<file path="config.mk">
export PLATFORM = sky130hd
export DESIGN_NAME = l2_flush_controller
export DESIGN_NICKNAME = d
export VERILOG_FILES = /design/src/rtl/l2_flush_controller.sv
export SDC_FILE = /design/constraint.sdc
export NUM_CORES = 1
export LEC_CHECK = 0
export CORE_UTILIZATION = 49
export CTS_CLUSTER_SIZE = 8
export DETAILED_ROUTE_END_ITERATION = 12
export PLACE_DENSITY = 0.9
export REMOVE_ABC_BUFFERS = 1
export SETUP_SLACK_MARGIN = 0.5
export SKIP_LAST_GASP = 1
export SLEW_MARGIN = 20
export SYNTH_ARGS = -nofsm -noshare
export SYNTH_HDL_FRONTEND = slang
export SYNTH_SLANG_ARGS = --single-unit
</file>
<file path="constraint.sdc">
create_clock -name clk -period 2.8 [get_ports clk]
set_input_delay 0.84 -clock clk [delete_from_list [all_inputs] [get_ports clk]]
set_output_delay 0.84 -clock clk [all_outputs]
set_load 0.05 [all_outputs]
</file>
<file path="src/rtl/l2_flush_controller.sv">
// L2 flush sequencer: accepts one flush request, waits for the MSHRs to drain,
// then walks every set/way (way-minor, set-major) issuing one flush op per line.
module l2_flush_controller #(
    parameter int unsigned L2_SETS = 256,
    parameter int unsigned L2_WAYS = 8,
    parameter int unsigned N_MSHR  = 4
) (
    input  logic                              clk,
    input  logic                              rst,
    input  logic                              flush_req_valid,
    output logic                              flush_req_ready,
    input  logic [$clog2(N_MSHR+1)-1:0]       mshr_cnt,
    input  logic                              fwd_pending,
    output logic                              flush_op_valid,
    input  logic                              flush_op_ready,
    output logic [$clog2(L2_SETS)-1:0]        flush_op_set,
    output logic [$clog2(L2_WAYS)-1:0]        flush_op_way,
    output logic                              flush_op_last,
    output logic                              ongoing_flush,
    output logic                              flush_done
);

    localparam int unsigned SET_W = $clog2(L2_SETS);
    localparam int unsigned WAY_W = $clog2(L2_WAYS);
    localparam int unsigned CNT_W = $clog2(N_MSHR + 1);

    localparam logic [SET_W-1:0] SET_MAX  = SET_W'(L2_SETS - 1);
    localparam logic [WAY_W-1:0] WAY_MAX  = WAY_W'(L2_WAYS - 1);
    localparam logic [CNT_W-1:0] MSHR_ALL = CNT_W'(N_MSHR);

    typedef enum logic [1:0] {
        IDLE  = 2'd0,
        DRAIN = 2'd1,
        ISSUE = 2'd2,
        DONE  = 2'd3
    } state_t;

    state_t            state;
    logic [SET_W-1:0]  set_q;
    logic [WAY_W-1:0]  way_q;
    logic              op_xfer;
    logic              set_at_max;
    logic              way_at_max;

    // Outputs decode directly from registered state so a forward can pull
    // flush_op_valid in the same cycle it appears.
    assign flush_req_ready = (state == IDLE);
    assign ongoing_flush   = (state != IDLE);
    assign flush_done      = (state == DONE);
    assign flush_op_valid  = (state == ISSUE) && !fwd_pending;
    assign flush_op_set    = set_q;
    assign flush_op_way    = way_q;

    assign set_at_max    = (set_q == SET_MAX);
    assign way_at_max    = (way_q == WAY_MAX);
    assign flush_op_last = set_at_max && way_at_max;
    assign op_xfer       = flush_op_valid && flush_op_ready;

    // Flush sequencer: state plus the set/way walk counters.
    always_ff @(posedge clk or posedge rst) begin
        if (rst) begin
            state <= IDLE;
            set_q <= '0;
            way_q <= '0;
        end else begin
            case (state)
                IDLE: begin
                    if (flush_req_valid) begin
                        state <= DRAIN;
                        set_q <= '0;
                        way_q <= '0;
                    end
                end
                DRAIN: begin
                    if (mshr_cnt == MSHR_ALL) begin
                        state <= ISSUE;
                    end
                end
                ISSUE: begin
                    // Counters only move on an accepted op; stalls keep set/way stable.
                    if (op_xfer) begin
                        if (!way_at_max) begin
                            way_q <= way_q + WAY_W'(1);
                        end else begin
                            way_q <= '0;
                            if (!set_at_max) begin
                                set_q <= set_q + SET_W'(1);
                            end else begin
                                set_q <= '0;
                                state <= DONE;
                            end
                        end
                    end
                end
                DONE: begin
                    state <= IDLE;
                end
                default: begin
                    state <= IDLE;
                end
            endcase
        end
    end

endmodule
</file>
==> results of run 1 <==
[how the worst min path moves through the flow]
stage	end	depth (start not counted)
4_1_cts	flush_op_way[2]	2
3_5_place_dp	flush_op_way[2]	2
6_report	flush_op_way[1]	2
5_1_grt	flush_op_way[0]	2
3_3_place_gp	flush_op_way[2]	2
2_1_floorplan	state[1]	1
[cells in the final DEF (no fill, tap or decap), drive strengths merged]
cell type | synthesis | final
mux2 | 1 | 1
a22oi | 1 | 1
and2 | 1 | 1
nand4 | 2 | 2
a21oi | 2 | 2
inv | 5 | 5
mux2i | 2 | 2
o21ai | 8 | 8
o21a | 1 | 1
clkbuf | 1 | 5
o41ai | 1 | 1
nor3 | 3 | 3
nor2 | 4 | 4
or3b | 1 | 1
a2bb2oi | 1 | 1
dfrtp | 13 | 13
nand3 | 4 | 4
clkdlybuf4s50 | 0 | 6
xnor2 | 3 | 3
buf | 1 | 6
nand3b | 2 | 2
a21o | 3 | 3
ha | 8 | 8
dlygate4sd2 | 0 | 13
nand2b | 2 | 2
nand2 | 10 | 10
a2111oi | 1 | 1
a211oi | 2 | 2
nor2b | 2 | 2
[cell type report]
type                    count  area [um^2]
multi-input cells          65          522
inverters                   5         21.3
flip-flops and latches     13          325
clock buffers               4         26.3
fillers                   120          407
well taps                  16         20.0
repair buffers             26          238
[per-stage QoR]
step | cells | power (mW)
after global placement | 123 | 0.934
final | 129 | 1.05
after global routing | 129 | 1.14
after CTS | 129 | 1.05
after floorplan | 83 | 0.762
after detailed placement | 123 | 0.955
[cells in the mapped netlist, types with 2 or more instances]
cell type  number
nand2b_1        2
nor2_1          4
a21oi_1         2
nor3_1          2
inv_1           5
nand2_1        10
o21ai_0         7
nor2b_1         2
a21o_1          2
ha_1            8
xnor2_1         3
nand4_1         2
nand3_1         4
dfrtp_1        13
[timing repair]
action                                  4_1_cts  5_1_grt
buffers inserted                              2        0
resized for setup                            26        6
pin swaps                                     1        2
endpoints found under the setup margin       16        2
[critical path: cells and delay by family]
family / cells / cell delay (ps)
buffers and inverters: 2 / 410
and+or+nand+nor: 1 / 160
[flip-flops by register name (all words and copies together), names as in the netlist]
register and cells:
state 2, flush_op_set 8, flush_op_way 3
[report_power, final]
part           switching (mW)  leakage, nW  total [mW]  internal, mW
clock                  0.0620       0.0150       0.117        0.0553
sequential             0.0390        0.175       0.268         0.229
combinational           0.436        0.358       0.665         0.229
total                   0.537        0.548        1.05         0.514
[layer usage]
metal	track usage (%)	routed length [um]	vias up
li1	-	-	356
met1	26.7	798	352
met2	41.5	928	21
met3	3.75	65	4
met4	11.3	34	0
met5	0	0	-
[logic make-up after synthesis]
kind of cell	Yosys count	synth area share, %
mux	3	5.21
buf+inv	7	3.27
xor+xnor	3	3.13
flops	13	38.7
fa+ha+maj	8	11.9
compound gates	20	18.3
simple gates	31	19.5
==> impl_results.md, run 1 <==
- Crit path launch: fwd_pending
- Min-delay worst type: register to register
- Final Setup Violations: 0
- RR Startpoint: state[0]
- All-Layer GR Usage: 23.2%
- CP max stage cell: dlygate4sd2_1
- Worst reg2reg path endpoint: flush_op_set[5]
- Sequential element share of the synthesized area: 38.7%
- Reg2Reg Setup Slack: 960 ps
- DRT iter0 DRCs: 13
- Antenna Nets Post-Route: 0
- CTS H-Tree Depth: 1
- VDD IR max: 0.811 mV
- WL/cell: 14.2 um
- Number of flops mapped to enable cells by yosys: 0
- Yosys cell types: 33
- Mean area per synthesized cell: 9.89 um^2
- Initial antenna violation count: 0
- Area leader, netlist: dfrtp_1
- Required @ worst endpoint: 1960 ps
- Fmax: 0.444 GHz
- Syn Std Cell Area: 841 um^2
- Via density: 5.68
- CP peak stage delay: 260 ps
- Area contributors post-synth: dfrtp_1 (39%), ha_1 (12%), nand2_1 (4.5%), o21ai_0 (4.2%), a2111oi_4 (3.3%)
- Clock Skew: 2.72 ps
- Critical path fanouts, max: 3
- Worst Min Path Start: flush_op_way[1]
- Relative slew margins: 65.8%
- CTS Buf Count: 3
- Status: complete, but fails checks
- Area Growth Syn to Fin: 37.1%
- RSZ-0062 raised after global routing: yes
- Slew @ Worst Pin: 516 ps
- Synth Register Bits: 13
- Top FF cell, synth: dfrtp_1
- Number of remaining DRC errors: 4
- Die Area: 1890 um^2
- Crit path cell chain: dlygate4sd2_1 > nor2b_2 > buf_12
- I/O Buffers: 23
- Final worst path period share: 80.5%
- Hpwl dp: 1300 um
- Vias in the first global route: 718
- CTS tree: yes
- Violated checks: design-rule violations
- Yosys top cell area share: 38.7%
- Place WS: 287 ps
- Syn Inst Count: 85
- Core Area: 1560 um^2
- Largest net degree at the start of global routing: 18
- Final Hold Viols: 0
- Via count: 733
- Synth Warn #: 0
- Finished Cell Area: 1150 um^2
- First-pass GRT wire length: 3140 um
- P_leak: 0.548 nW
- Crit path to: flush_op_valid
- R2R cell count: 7
- Critical Path AT: 1410 ps
- Row cnt: 14
- Clock latency on the worst-skew pair: 280 ps
- Detailed Routing Iterations Pass 1: 8
- Final setup margin: 546 ps
- Clock slew at reported path FFs: 80 ps
- Max Slew Vio Count: 0
- FFs w/ async S/R, synth: 100%
- Die Y-Extent: 43.4 um
- Crit path capture type: output pin
- # IOs: 24
- Nature of the critical path startpoint: input pin
- Util after Layout: 73.9%
- Pwr dens: 912 nW/um^2
- Clock sink total: 13
- Die width: 43.4 um
- Overflow after GRT: 0
- Setup TNS: 0 ps
- Initial Utilization: 53.9%
- Bufs on Longest Clock Path: 2
- Worst setup path class: input pin to output pin
- Minimum clock period: 2250 ps
- Placer's final routability congestion estimate: 0.808
- Diode count: 0
- Max-cap violations: 0
- Cts hold-fix bufs: 0
- CTS Root Buffer Type: clkbuf_4
- Total wire length: 1830 um
- Layout cells sized above 1: 21.2%
- Min Hold Slack: 533 ps
- Placed inst area: 1100 um^2
- # nets final: 130
Note: power is estimated with default switching activity, not from simulation.
==> run 2, diff against run 1 <==
--- a/config.mk
+++ b/config.mk
@@ -5,10 +5,11 @@
 export SDC_FILE = /design/constraint.sdc
 export NUM_CORES = 1
 export LEC_CHECK = 0
-export CORE_UTILIZATION = 49
+export CORE_ASPECT_RATIO = 1.4
+export CORE_UTILIZATION = 46
 export CTS_CLUSTER_SIZE = 8
 export DETAILED_ROUTE_END_ITERATION = 12
-export PLACE_DENSITY = 0.9
+export PLACE_DENSITY = 0.86
 export REMOVE_ABC_BUFFERS = 1
 export SETUP_SLACK_MARGIN = 0.5
 export SKIP_LAST_GASP = 1
==> constraint.sdc (replaced) <==
create_clock -name clk -period 2.23 [get_ports clk]
set_input_delay 0.669 -clock clk [delete_from_list [all_inputs] [get_ports clk]]
set_output_delay 0.669 -clock clk [all_outputs]
set_load 0.05 [all_outputs]
==> impl_results.md, run 2 (synthesized netlist as in run 1, its figures left out) <==
- Min-delay worst type: register to register (unchanged)
- Max-cap violations: 0 (unchanged)
- Clock sink total: 13 (unchanged)
- Most common cell after layout, fill and taps aside: buf_4
- Worst Min Path Start: flush_op_set[6] (was flush_op_way[1])
- Initial antenna violation count: 0 (unchanged)
- Worst setup path class: register to output pin (was input pin to output pin)
- Initial Utilization: 51.3% (was 53.9%)
- WL/cell: 20.8 um (was 14.2 um)
- Commonest cells after routing, fill and taps aside: buf_4 (19), dfrtp_1 (12), nand2_1 (10), o21ai_0 (6) (was dfrtp_1 (13), dlygate4sd2_1 (13), nand2_1 (10), o21ai_0 (7), clkdlybuf4s50_1 (6))
- Clock slew at reported path FFs: 90 ps (was 80 ps)
- Util after Layout: 86.5% (was 73.9%)
- Critical path fanouts, max: 4 (was 3)
- Setup TNS: 0 ps (unchanged)
- CTS tree: yes (unchanged)
- CP max stage cell: dfrtp_1 (was dlygate4sd2_1)
- Minimum clock period: 2120 ps
- Crit path cell chain: ha_2 > ha_4 > inv_2 > nor3_4 > buf_12 (was dlygate4sd2_1 > nor2b_2 > buf_12)
- Placed insts: 126 (was 123)
- Antenna Nets Post-Route: 0 (unchanged)
- CP bufs+invs: 2 (unchanged)
- RSZ-0062 raised after global routing: yes (unchanged)
- Nature of the critical path startpoint: register (was input pin)
- Pwr dens: 1370 nW/um^2 (was 912 nW/um^2)
- DRT iter0 DRCs: 17 (was 13)
- Critical Path AT: 1450 ps (was 1410 ps)
- Via count: 842 (was 733)
- Crit path launch: flush_op_way[0] (was fwd_pending)
- CP peak stage delay: 390 ps (was 260 ps)
- # IOs: 24 (unchanged)
- Slew @ Worst Pin: 535 ps (was 516 ps)
- Detailed Routing Iterations Pass 1: 4 (was 8)
- Cts hold-fix bufs: 0 (unchanged)
- Max Slew Vio Count: 0 (unchanged)
- Clock Skew: 4.59 ps (was 2.72 ps)
- First-pass GRT wire length: 3880 um (was 3140 um)
- Diode count: 0 (unchanged)
- Vias in the first global route: 822 (was 718)
- Total wire length: 3030 um (was 1830 um)
- CTS Buf Count: 3 (unchanged)
- Die width: 38.1 um (was 43.4 um)
- Area Growth Syn to Fin: 68.5% (was 37.1%)
- Final Setup Violations: 0 (unchanged)
- Placer's final routability congestion estimate: 0.903 (was 0.808)
- Final Instance Count excl. Fillers: 146 (was 129)
- Via density: 5.77 (was 5.68)
- Largest net degree at the start of global routing: 18 (unchanged)
- P_leak: 0.647 nW (was 0.548 nW)
- All-Layer GR Usage: 29.2% (was 23.2%)
- Place WS: 5.56 ps (was 287 ps)
- # nets final: 144 (was 130)
- RR Startpoint: state[1] (was state[0])
- Bufs on Longest Clock Path: 2 (unchanged)
- CTS H-Tree Depth: 1 (unchanged)
- Finished Cell Area: 1420 um^2 (was 1150 um^2)
- Final Hold Viols: 0 (unchanged)
- CTS Root Buffer Type: clkbuf_4 (unchanged)
- Clock latency on the worst-skew pair: 300 ps (was 280 ps)
- VDD IR max: 1.15 mV (was 0.811 mV)
- Final setup margin: 113 ps (was 546 ps)
- Fill count: 84 (was 120)
- Overflow after GRT: 0 (unchanged)
- Relative slew margins: 64.3% (was 65.8%)
- Placed inst area: 1120 um^2 (was 1100 um^2)
- Die Y-Extent: 52.6 um (was 43.4 um)
- Crit path capture type: output pin (unchanged)
- Min Hold Slack: 544 ps (was 533 ps)
- Final worst path period share: 94.9%
- Core Area: 1640 um^2 (was 1560 um^2)
- Required @ worst endpoint: 1560 ps (was 1960 ps)
- Fmax: 0.472 GHz
- Layout cells sized above 1: 50.4% (was 21.2%)
- Max FFs per register: 8 (unchanged)
- Number of remaining DRC errors: 0 (was 4)
- I/O Buffers: 23 (unchanged)
- Hpwl dp: 1310 um (was 1300 um)
- Die Area: 2010 um^2 (was 1890 um^2)
- Row cnt: 17 (was 14)
- CP delay by family, top: flip-flops (was buffers and inverters)
- Status: completed (was complete, but fails checks)
- Overall power: 1.94 mW (was 1.05 mW)
[run 2: cell count changes in the layout (fill, tap and decap cells not counted), sizes merged]
| cell | previous run | this run |
|---|---|---|
| buf | 6 | 32 |
| dlygate4sd2 | 13 | 4 |
| clkdlybuf4s50 | 6 | 1 |
| clkbuf | 5 | 4 |
| clkdlybuf4s15 | 0 | 1 |
| clkdlybuf4s18 | 0 | 1 |
| dlymetal6s2s | 0 | 1 |
[run 2: what timing repair did]
| item | in CTS | in global routing |
|---|---|---|
| resized for setup | 59 | 20 |
| pin swaps | 9 | 9 |
| buffers inserted | 12 | 4 |
| setup endpoints to repair | 20 | 19 |
[run 2: power by group]
group | internal (mW) | total [mW] | leakage, nW | switching, mW
clock network | 0.0698 | 0.165 | 0.0150 | 0.0950
registers | 0.290 | 0.358 | 0.174 | 0.0685
logic | 0.635 | 1.42 | 0.457 | 0.786
[run 2: worst register-to-register path, delay by kind of cell (launching register included)]
kind	cells	cell delay, ps
AO/OA/AOI/OAI	1	90
XOR/XNOR	1	120
adder cells (fa/ha/maj)	1	190
buffers and inverters	3	380
flip-flops	1	480
multiplexers	1	390
AND/OR/NAND/NOR	1	60
[run 2: layer usage]
| layer | share of wire [%] | vias to the layer above | track usage (%) |
|---|---|---|---|
| met5 | 0 | - | 0 |
| met4 | 2.9 | 0 | 16.1 |
| met1 | 39 | 417 | 30.9 |
| li1 | - | 385 | - |
| met3 | 3.5 | 7 | 3.83 |
| met2 | 54 | 33 | 52.8 |
[run 2: worst paths after layout]
| path | to | slack [ps] | cells past startpoint |
|---|---|---|---|
| min reg2reg | flush_op_set[6] | 540 | 1 |
| min | flush_op_set[6] | 540 | 1 |
| max reg2reg | flush_op_set[3] | 410 | 8 |
| max | flush_op_last | 110 | 5 |
| max in group asynchronous | state[1] | 1150 | 2 |
| min in group asynchronous | flush_op_way[2] | 700 | 2 |
[run 2: area by class of cell]
class / count / area, um^2 / share of cell area, %
multi-input combinational: 65 / 632 / 44.6
timing repair buffer: 40 / 387 / 27.3
sequential: 13 / 327 / 23.1
clock buffer: 4 / 26.3 / 1.86
tap: 19 / 23.8 / 1.68
inverter: 5 / 21.3 / 1.50
==> run 3, diff against run 2 <==
==> constraint.sdc (replaced) <==
create_clock -name clk -period 2.4 [get_ports clk]
set_input_delay 0.72 -clock clk [delete_from_list [all_inputs] [get_ports clk]]
set_output_delay 0.72 -clock clk [all_outputs]
set_load 0.05 [all_outputs]
==> impl_results.md, run 3 (synthesized netlist as in run 1, its figures left out) <==
- Place WS: 106 ps (was 5.56 ps)
- Internal power: 915 uW (was 994 uW)
- Placer's final routability congestion estimate: 0.897 (was 0.903)
- Min-delay worst type: register to register (unchanged)
- VDD IR max: 0.870 mV (was 1.15 mV)
- Finished Cell Area: 1400 um^2 (was 1420 um^2)
- Total wire length: 2660 um (was 3030 um)
- Initial Utilization: 51.3% (unchanged)
- Status: completed (unchanged)
- Cts hold-fix bufs: 0 (unchanged)
- Reg2Reg Setup Slack: 470 ps (was 410 ps)
- Max Slew Vio Count: 0 (unchanged)
- # IOs: 24 (unchanged)
- Antenna Nets Post-Route: 0 (unchanged)
- Initial antenna violation count: 0 (unchanged)
- Layout cells sized above 1: 46.4% (was 50.4%)
- Worst setup path class: register to output pin (unchanged)
- Die Area: 2010 um^2 (unchanged)
- Comb power frac: 73.4% (was 73.1%)
- Crit path capture type: output pin (unchanged)
- Row cnt: 17 (unchanged)
- First-pass GRT wire length: 3490 um (was 3880 um)
- Via density: 5.86 (was 5.77)
- CTS tree: yes (unchanged)
- Vias in the first global route: 784 (was 822)
- Relative slew margins: 64.5% (was 64.3%)
- Final Setup Violations: 0 (unchanged)
- Placed inst area: 1130 um^2 (was 1120 um^2)
- Fill count: 79 (was 84)
- Clock sink total: 13 (unchanged)
- CTS Buf Count: 3 (unchanged)
- Number of remaining DRC errors: 0 (unchanged)
- Slew @ Worst Pin: 532 ps (was 535 ps)
- Pwr dens: 1240 nW/um^2 (was 1370 nW/um^2)
- Nature of the critical path startpoint: register (unchanged)
- Overflow after GRT: 0 (unchanged)
- Required @ worst endpoint: 1680 ps (was 1560 ps)
- RSZ-0062 raised after global routing: yes (unchanged)
- DRT iter0 DRCs: 34 (was 17)
- Min Hold Slack: 549 ps (was 544 ps)
- Commonest cells after routing, fill and taps aside: dfrtp_1 (13), buf_4 (11), nand2_1 (10), o21ai_0 (7), clkdlybuf4s15_2 (6) (was buf_4 (19), dfrtp_1 (12), nand2_1 (10), o21ai_0 (6))
- Die Y-Extent: 52.6 um (unchanged)
- Die width: 38.1 um (unchanged)
- # nets final: 142 (was 144)
- I/O Buffers: 23 (unchanged)
- Final Instance Count excl. Fillers: 144 (was 146)
- Bufs on Longest Clock Path: 2 (unchanged)
- Sequential Area: 325 um^2 (was 327 um^2)
- All-Layer GR Usage: 25.7% (was 29.2%)
- Largest net degree at the start of global routing: 18 (unchanged)
- Clock Skew: 12.8 ps (was 4.59 ps)
- Most common cell after layout, fill and taps aside: dfrtp_1 (was buf_4)
- WL/cell: 18.4 um (was 20.8 um)
- Clock power frac: 8.2% (was 8.5%)
- Final setup margin: 220 ps (was 113 ps)
- CTS Root Buffer Type: clkbuf_4 (unchanged)
- Switching power: 823 uW (was 950 uW)
- Critical Path AT: 1460 ps (was 1450 ps)
- P_leak: 0.618 nW (was 0.647 nW)
- Diode count: 0 (unchanged)
- Clock latency on the worst-skew pair: 290 ps (was 300 ps)
- Final Hold Viols: 0 (unchanged)
- Area occupied by multi-input gates: 616 um^2 (was 632 um^2)
- Fmax: 0.459 GHz
- Max-cap violations: 0 (unchanged)
- Minimum clock period: 2180 ps
- CTS H-Tree Depth: 1 (unchanged)
- Placed insts: 126 (unchanged)
- Net Sw Frac: 47.4% (was 48.9%)
- Detailed Routing Iterations Pass 1: 4 (unchanged)
- Hpwl dp: 1330 um (was 1310 um)
- Area Growth Syn to Fin: 66.4% (was 68.5%)
- Sequential Power Share: 18.3% (was 18.4%)
- Clock slew at reported path FFs: 90 ps (about the same)
- Setup TNS: 0 ps (unchanged)
- Via count: 844 (was 842)
- Critical path fanouts, max: 4 (unchanged)
- Core Area: 1640 um^2 (unchanged)
- Final worst path period share: 90.8%
- Max FFs per register: 8 (unchanged)
[run 3: changes by cell type in the layout (fill, tap and decap cells not counted), sizes merged]
cell and change:
buf -10, clkbuf +3, clkdlybuf4s15 +5, clkdlybuf4s18 -1, clkdlybuf4s50 +2, dlygate4sd2 -1
[run 3: worst paths after layout]
path | from | end | cells past startpoint
min | flush_op_way[1] | flush_op_way[1] | 2
max | flush_op_way[0] | flush_op_last | 5
min reg2reg | flush_op_way[1] | flush_op_way[1] | 2
max in group asynchronous | rst | flush_op_set[6] | 2
max reg2reg | state[1] | flush_op_set[0] | 8
min in group asynchronous | rst | flush_op_way[2] | 2
[run 3: repair_timing]
item	in CTS	in global routing
pin swaps	6	8
setup buffers	9	5
setup endpoints to repair	19	13
resized for setup	58	26
[run 3: layout make-up]
cell class	count	area share, %
Clock buffer	4	1.88
Multi-Input combinational cell	65	44.0
Timing Repair Buffer	38	27.5
Tap cell	19	1.70
Sequential cell	13	23.3
Inverter	5	1.70
[run 3: power groups by stage]
stage          clock, mW  sequential (mW)  combinational, mW
6_report           0.143            0.318               1.28
5_1_grt            0.154            0.322               1.34
4_1_cts            0.144            0.310               1.02
3_5_place_dp           0            0.319              0.847
3_3_place_gp           0            0.314              0.827
2_1_floorplan          0            0.409              0.480
[run 3: metrics by stage]
| step | power [mW] | util, % |
|---|---|---|
| detailed placement | 1.17 | 69.2 |
| finish | 1.74 | 85.4 |
| CTS | 1.48 | 78.7 |
| global route | 1.82 | 85.4 |
| global placement | 1.14 | 69.2 |
| floorplan | 0.889 | - |
[run 3: worst max-delay path, cell delays in order (launching register included)]
cell and delay, ps:
dfrtp_1 400, ha_2 210, ha_4 150, inv_4 40
nor3_4 210, buf_12 160
[run 3: metal layers]
layer / GRT usage (%) / up-vias / wire length (um)
li1: - / 381 / -
met2: 46.0 / 40 / 1360
met1: 27.3 / 404 / 974
met5: 0 / - / 0
met4: 14.9 / 0 / 176
met3: 3.40 / 19 / 141
